$ cat config.mk
export PLATFORM = sky130hd
export DESIGN_NAME = mouse_port_ctl
export DESIGN_NICKNAME = d
export VERILOG_FILES = /design/src/rtl/mouse_port_ctl.sv
export SDC_FILE = /design/constraint.sdc
export NUM_CORES = 1
export LEC_CHECK = 0
export ABC_AREA = 1
export ABC_CLOCK_PERIOD_IN_PS = 4830
export CORE_ASPECT_RATIO = 0.6
export CORE_UTILIZATION = 35
export DETAILED_ROUTE_END_ITERATION = 8
export GPL_ROUTABILITY_DRIVEN = 0
export PLACE_DENSITY = 0.61
export SLEW_MARGIN = 20
export SYNTH_ARGS = -nofsm -noshare
export SYNTH_HDL_FRONTEND = slang
export SYNTH_SLANG_ARGS = --single-unit
$ cat constraint.sdc
create_clock -name clk -period 4.83 [get_ports clk]
set_clock_uncertainty 0.2 [all_clocks]
set_input_delay 0.7245 -clock clk [delete_from_list [all_inputs] [get_ports clk]]
set_output_delay 0.7245 -clock clk [all_outputs]
set_load 0.005 [all_outputs]
$ cat src/rtl/mouse_port_ctl.sv
// Mouse/joystick port controller: accumulates mouse deltas into thresholded
// direction flags and presents either mouse or joystick state on port 177714.
module mouse_port_ctl #(
    parameter int THRESH = 4,
    parameter int ACC_W  = 11
) (
    input  logic        clk,
    input  logic        reset,
    input  logic        pkt_valid,
    input  logic [8:0]  pkt_dx,
    input  logic [8:0]  pkt_dy,
    input  logic        pkt_btn_l,
    input  logic        pkt_btn_r,
    input  logic [7:0]  joy,
    input  logic        wr_stb,
    input  logic        wr_sel_lo,
    input  logic [15:0] wr_data,
    output logic [15:0] port_data,
    output logic        mouse_mode,
    output logic        mouse_en
);
    // Two guard bits cover acc + 9-bit delta +/- THRESH without overflow.
    localparam int SW = ACC_W + 2;
    localparam logic signed [SW-1:0] TH   = SW'(THRESH);
    localparam logic signed [SW-1:0] NTH  = -TH;
    localparam logic signed [SW-1:0] LIMV = SW'((2 ** (ACC_W - 1)) - 1);
    localparam logic signed [SW-1:0] NLIM = -LIMV;

    logic signed [ACC_W-1:0] r_acc_x, r_acc_y;
    logic [3:0]              r_flags;
    logic                    r_btn_l, r_btn_r, r_mouse_mode, r_mouse_en;

    logic                    w_wr, w_add;
    logic signed [SW-1:0]    w_ext_x, w_ext_y, w_dx, w_dy, w_sum_x, w_sum_y;
    logic                    w_x_pos, w_x_neg, w_y_pos, w_y_neg;
    logic signed [ACC_W-1:0] w_next_x, w_next_y;
    logic                    w_unused;

    function automatic logic signed [ACC_W-1:0] sat(input logic signed [SW-1:0] v);
        if (v > LIMV)      sat = LIMV[ACC_W-1:0];
        else if (v < NLIM) sat = NLIM[ACC_W-1:0];
        else               sat = v[ACC_W-1:0];
    endfunction

    always_comb begin
        w_wr    = wr_stb & wr_sel_lo;
        w_add   = pkt_valid & r_mouse_en;
        w_ext_x = SW'(r_acc_x);
        w_ext_y = SW'(r_acc_y);
        w_dx    = w_add ? SW'($signed(pkt_dx)) : '0;
        w_dy    = w_add ? SW'($signed(pkt_dy)) : '0;
        w_y_pos = r_mouse_en & ~r_flags[0] & ~r_flags[2] & (w_ext_y >= TH);
        w_y_neg = r_mouse_en & ~r_flags[0] & ~r_flags[2] & (w_ext_y <= NTH);
        w_x_pos = r_mouse_en & ~r_flags[1] & ~r_flags[3] & (w_ext_x >= TH);
        w_x_neg = r_mouse_en & ~r_flags[1] & ~r_flags[3] & (w_ext_x <= NTH);
        w_sum_y = w_ext_y + w_dy - (w_y_pos ? TH : '0) + (w_y_neg ? TH : '0);
        w_sum_x = w_ext_x + w_dx - (w_x_pos ? TH : '0) + (w_x_neg ? TH : '0);
        w_next_y = sat(w_sum_y);
        w_next_x = sat(w_sum_x);
    end

    always_ff @(posedge clk) begin
        if (reset) begin
            r_acc_x      <= '0;
            r_acc_y      <= '0;
            r_flags      <= '0;
            r_btn_l      <= 1'b0;
            r_btn_r      <= 1'b0;
            r_mouse_mode <= 1'b0;
            r_mouse_en   <= 1'b0;
        end else begin
            if (pkt_valid) begin
                r_btn_l <= pkt_btn_l;
                r_btn_r <= pkt_btn_r;
            end
            if (joy != 8'h00)   r_mouse_mode <= 1'b0;
            else if (pkt_valid) r_mouse_mode <= 1'b1;
            // An accepted write freezes both axes for the cycle, even when it keeps the mouse enabled.
            if (w_wr) begin
                r_mouse_en <= wr_data[3];
                if (!wr_data[3]) begin
                    r_flags <= '0;
                    r_acc_x <= '0;
                    r_acc_y <= '0;
                end
            end else begin
                r_acc_x <= w_next_x;
                r_acc_y <= w_next_y;
                if (w_y_pos) r_flags[0] <= 1'b1;
                if (w_x_pos) r_flags[1] <= 1'b1;
                if (w_y_neg) r_flags[2] <= 1'b1;
                if (w_x_neg) r_flags[3] <= 1'b1;
            end
        end
    end

    assign port_data  = r_mouse_mode ? {9'b0, r_btn_r, r_btn_l, 1'b0, r_flags} : {8'b0, joy};
    assign mouse_mode = r_mouse_mode;
    assign mouse_en   = r_mouse_en;
    assign w_unused   = ^{wr_data[15:4], wr_data[2:0]};
endmodule

# ---- After elaboration in Yosys (flattened, before gate mapping)
# Index checks and enable logic that the tools add are counted.
dict set report totals {
  regBits 30
  in_bits 49
  output_inout_bits 18
}
dict set report op_classes {
  addsub 6
  magnitude_cmp 8
  n_eq_ne 1
  mux 20
  bitwise 14
  reduce_logical 10
}
# operator n
set op_table {}
lappend op_table {{$mux W11} 7}
lappend op_table {{$add A13 B13 Y13} 2}
lappend op_table {{$add A13 B3 Y13} 2}
lappend op_table {{$gt A13 B11 Y1 const B} 2}
lappend op_table {{$lt A13 B11 Y1 const B} 2}
lappend op_table {{$mux W13} 2}
lappend op_table {{$sub A13 B3 Y13} 2}
lappend op_table {{$ge A11 B4 Y1 const B} 2}
lappend op_table {{$le A11 B3 Y1 const B} 2}
lappend op_table {{$mux W3} 4}
lappend op_table {{$and A1 B1 Y1} 10}
lappend op_table {{$mux W4} 2}
lappend op_table {{$mux W8} 1}
lappend op_table {{$reduce_and A2 Y1} 4}
lappend op_table {{$reduce_bool A2 Y1} 4}
lappend op_table {{$reduce_bool A8 Y1} 1}
lappend op_table {{$mux W1} 4}
lappend op_table {{$not A1 Y1} 4}
lappend op_table {{$ne A2 B2 Y1 const B} 1}
lappend op_table {{$reduce_or A2 Y1} 1}

# ---- Logic depth before layout (Yosys ltp)
# Gate-level depths: netlist of run 1.
dict set report depth {
  depth_word 11
  ltp_mapped 23
}

# ---- Least setup slack after synthesis of run 1
# No wires, ideal clock.
dict set report synth_timing {
  path_type {in2reg}
  startpoint {in pkt_valid}
  endpoint {reg r_acc_y[0]}
  arrival_time_ps 3399
  t_required_ps 4562
  path_slack_ps 1163
  path_stages 21
  path_buffers 1
  cell_sequence {nand2_1 inv_1 clkbuf_1 nand2_1 ha_1 inv_1 fa_1 fa_1 nand2_1 nand2_1 nand3_1 nand2_1 nand2_1 nand2_1 nor2_1 nand3_1 nand2_1 nand2_4 nand2_1 nand2_1 a21oi_2}
}
dict set report synth_via {
  elab_chain_len 9
}
# item line_no
set synth_lines {}
lappend synth_lines {{from (decl)} 9} ;# input logic pkt_valid,
lappend synth_lines {{$and A1 B1 Y1 *} 47} ;# w_add = pkt_valid & r_mouse_en;
lappend synth_lines {{$mux W13 *} 51} ;# w_dy = w_add ? SW'($signed(pkt_dy)) : '0;
lappend synth_lines {{$add A13 B13 Y13 *} 56} ;# w_sum_y = w_ext_y + w_dy - (w_y_pos ? TH : '0) + (w_y_neg ? TH : '0);
lappend synth_lines {{$sub A13 B3 Y13 *} 56}
lappend synth_lines {{$add A13 B3 Y13 *} 56}
lappend synth_lines {{$lt A13 B11 Y1} 41} ;# else if (v < NLIM) sat = NLIM[ACC_W-1:0];
lappend synth_lines {{$mux W11} 41}
lappend synth_lines {{$mux W11 *} 40} ;# if (v > LIMV) sat = LIMV[ACC_W-1:0];
lappend synth_lines {{$mux W11 *} 79} ;# if (w_wr) begin
lappend synth_lines {{to (signal assigned)} 88} ;# r_acc_y <= w_next_y;
lappend synth_lines {{to (decl)} 29} ;# logic signed [ACC_W-1:0] r_acc_x, r_acc_y;
# Every way passes the cells marked *; elsewhere a longest branch is shown, timed or not.
# A chain may end at the register's enable or synchronous reset.

# ---- Worst setup path in the final report of run 1
dict set report layout_timing {
  startpoint {in pkt_valid}
  endpoint {reg r_acc_y[5]}
}
# The elaborated chain is that of the path after synthesis.

==> summary.md, run 1 <==
| Metric | Value |
|---|---|
| Final Critical Period | 4.299 ns |
| Post-CTS Setup Inserts | 0 |
| Part of the Yosys area used for sequential elements | 15.83% |
| Num CTS Buffers | 5 |
| Initial DRT Pass Iterations | 5 |
| I/O Pins | 67 |
| Cell variety after synth | 31 |
| Area growth syn-to-layout | 18.53% |
| Status | finished clean |
| Leakage | 2.436 nW |
| Required time worst endpoint | 4.74 ns |
| Die area | 0.01128 mm² |
| Crit-path slowest cell | fa_1 |
| HPWL after detailed placement | approximately 8400 µm |
| Layout Nets | 773 |
| Reg-to-reg slack, setup | 0.57 ns |
| Worst skew pair latency | about 0.28 ns |
| R2R depth | 18 |
| Total track usage | 18.85% |
| VDD IR max | 0.2268 mV |
| Critical path peak fanout | 10 |
| Most used cell, CP | nand2_1 |
| Crit end category | register |
| Synth Cell Area | 0.003795 mm² |
| Peak Freq | 0.2326 GHz |
| Worst r2r dst | r_acc_y[5]$_SDFFE_PP0P_ |
| Vias per cell | 4.851 |
| Worst slew margin | a little over a quarter |
| Hold-fix buffers, CTS | 0 |
| Fin. Hold Viols | 0 |
| Setup crit start kind | primary input |
| Critical path, cell by cell | clkdlybuf4s50_1 > nand2_1 > nor2_1 > fa_1 > fa_1 > fa_1 > nand2_1 > nand2_1 > nand3_1 > nand2_1 > nand2_1 > nand2_1 > nor2_1 > nand3_1 > nand2_1 > nand2_4 > nand3b_1 > a21oi_1 |
| CORE AREA | 0.01056 mm² |
| Prevailing post-synth register cell | dfxtp_1 |
| Hold path cells | 2 |
| Asr flop ratio synth | 0% |
| Min-delay src | r_flags[0]$_SDFFE_PP0P_ |
| Grt ovf | 0 |
| Number of global-route vias before repair | 3345 |
| Starting Density | 35.94% |
| Share of cells above drive strength 1 | 3.945% |
| Commonest non-fill, non-tap cell in the layout | nand2_1 |
| WL/cell | 12.63 µm |
| Tot Pwr | 3.624 mW |
| Post-synth EDFFs | 0 |
| RSZ-0062 raised after global routing | false |
| Max Slew Vio Count | 0 |
| Pwr per Cell Area | 805.7 mW/mm² |
| Synthesized flop and latch total | 30 |
| Pin count of the biggest net entering global routing | 32 |
| Vias | 3871 |
| Htree depth | 2 |
| Port Buffers | 43 |
| Crit path largest cell delay | 0.58 ns |
| Min-Delay Endpoint | r_flags[0]$_SDFFE_PP0P_ |
| Data arrival, critical path | ~4.2 ns |
| Routed WL | 10080 µm |
| Post-CTS Resized | 0 |
| Antenna diodes | 0 |
| Die X-Extent | between 100 and 150 µm |
| ANT nets after route | 0 |
| Final setup viols | 0 |
| Root Buffer Master | clkbuf_16 |
| Post-Syn Instances | 614 |
| Die Y | 82.66 µm |
| Initial DRC count | 375 |
| Tcrit/Tclk final | 89.01% |
| CTS clk-pin slew, worst paths | ~0.050 ns |
| Longest Clk Path Bufs | 2 |
| Warnings from Yosys | 0 |
| HP Class | register to register |
| Critical path startpoint | pkt_valid |
| Mean Syn Cell Area | 6.181 µm² |
| Worst setup path class | primary input to register |
| Post-route setup TNS | 0 ns |
| Site Rows | 29 |
| RR Startpoint | r_acc_y[4]$_SDFFE_PP0P_ |
| CTS tree | done |
| Max-cap viol count | 0 |
| First-pass GRT wire length | about 16000 µm |
| Clock Sinks | 30 |
| Initial antenna violation count | 0 |
| Most frequent cells in the layout | 168 x nand2_1, 134 x inv_1, 60 x ha_1 |
| Worst slew pin tran | 1.095 ns |
| DRC violations left | 0 |
==> per-stage QoR <==
stage | area [µm²] | hold slack, ns | setup WS, ns | instances | utilization (%)
after floorplan | 3821 | 0.2504 | 1.163 | 621 | -
after global placement | 4333 | 0.2768 | 0.2830 | 790 | 41.04
after detailed placement | 4333 | 0.2844 | 0.2530 | 790 | 41.04
after CTS | 4498 | 0.2934 | 0.5320 | 798 | 42.60
after global routing | 4498 | 0.3096 | 0.2245 | 798 | 42.60
final | 4498 | 0.2896 | 0.5307 | 798 | 42.60
==> registers in the layout, summed over array words and instances (netlist names) <==
register,flops
r_acc_x,11
r_btn_l,1
mouse_mode,1
mouse_en,1
r_acc_y,11
r_btn_r,1
r_flags,4
==> cell families after synthesis <==
family	Yosys count	synth area share [%]
adders and majority gates	66	22.95
and+or+nand+nor	295	34.26
other	1	0.09882
xor gates and xnor gates	2	0.4617
DFF	30	15.83
buffers and inverters	155	16.98
AOI/OAI and AO/OA	65	9.430
==> synthesized netlist by cell type (all sizes together) (2+ instances only) <==
cell type  number  share of area, %
nor4            6              0.99
nand3b         12               2.4
nor3            4              0.53
fa              6               3.2
ha             60                20
a21oi          43               6.2
nand4          12               2.0
nor2           41               4.1
clkbuf          5              0.76
dfxtp          30                16
xor2            2              0.46
o21ai          18               2.4
nand2         172                18
inv           136                13
buf            12               2.4
nand3          48               6.8
o311ai          2              0.46
==> critical path: cells and delay by family <==
kind | cells | cell delay [ns]
compound gates | 1 | 0.07
fa+ha+maj | 3 | 1.57
buf+inv | 1 | 0.48
simple gates | 13 | 1.38
==> report_power, final <==
| part | switching (mW) | internal [mW] | leakage [nW] |
|---|---|---|---|
| clock | 0.113 | 0.241 | 0.0836 |
| combinational | 1.84 | 1.04 | 2.10 |
| sequential | 0.0619 | 0.331 | 0.248 |
| total | 2.01 | 1.61 | 2.44 |
==> worst max-delay path by stage <==
stage	end	slack, ns	cells past startpoint
floorplan	r_acc_y[0]$_SDFFE_PP0P_	1.16	21
global placement	r_acc_y[5]$_SDFFE_PP0P_	0.28	18
detailed placement	r_acc_y[5]$_SDFFE_PP0P_	0.25	18
CTS	r_acc_y[5]$_SDFFE_PP0P_	0.53	18
global route	r_acc_y[6]$_SDFFE_PP0P_	0.22	20
finish	r_acc_y[5]$_SDFFE_PP0P_	0.53	18
==> per-layer routing <==
metal	share of wire [%]	routed length, µm	up-vias	track usage, %
met2	36	3601	117	25.43
met3	6.1	615	4	3.724
met4	0.19	19	0	1.444
met1	58	5842	1727	30.35
li1	-	-	2023	-
met5	0	0	-	0
==> cell type report <==
| class | count | area [µm²] |
|---|---|---|
| Clock buffer | 5 | 125.1 |
| Clock inverter | 3 | 40.04 |
| Fill cell | 1100 | 6061 |
| Inverter | 137 | 514.2 |
| Multi-Input combinational cell | 436 | 2576 |
| Sequential cell | 30 | 600.6 |
| Tap cell | 139 | 173.9 |
| Timing Repair Buffer | 48 | 467.9 |
Note: power is estimated with default switching activity, not from simulation.
==> inputs of run 2 (changes only) <==
--- a/config.mk
+++ b/config.mk
@@ -12,6 +12,7 @@
 export DETAILED_ROUTE_END_ITERATION = 8
 export GPL_ROUTABILITY_DRIVEN = 0
 export PLACE_DENSITY = 0.61
+export SETUP_SLACK_MARGIN = 0.05
 export SLEW_MARGIN = 20
 export SYNTH_ARGS = -nofsm -noshare
 export SYNTH_HDL_FRONTEND = slang
==> results of run 2 <==
Same layout as run 1: the final DEF is identical, and so are final timing and power.
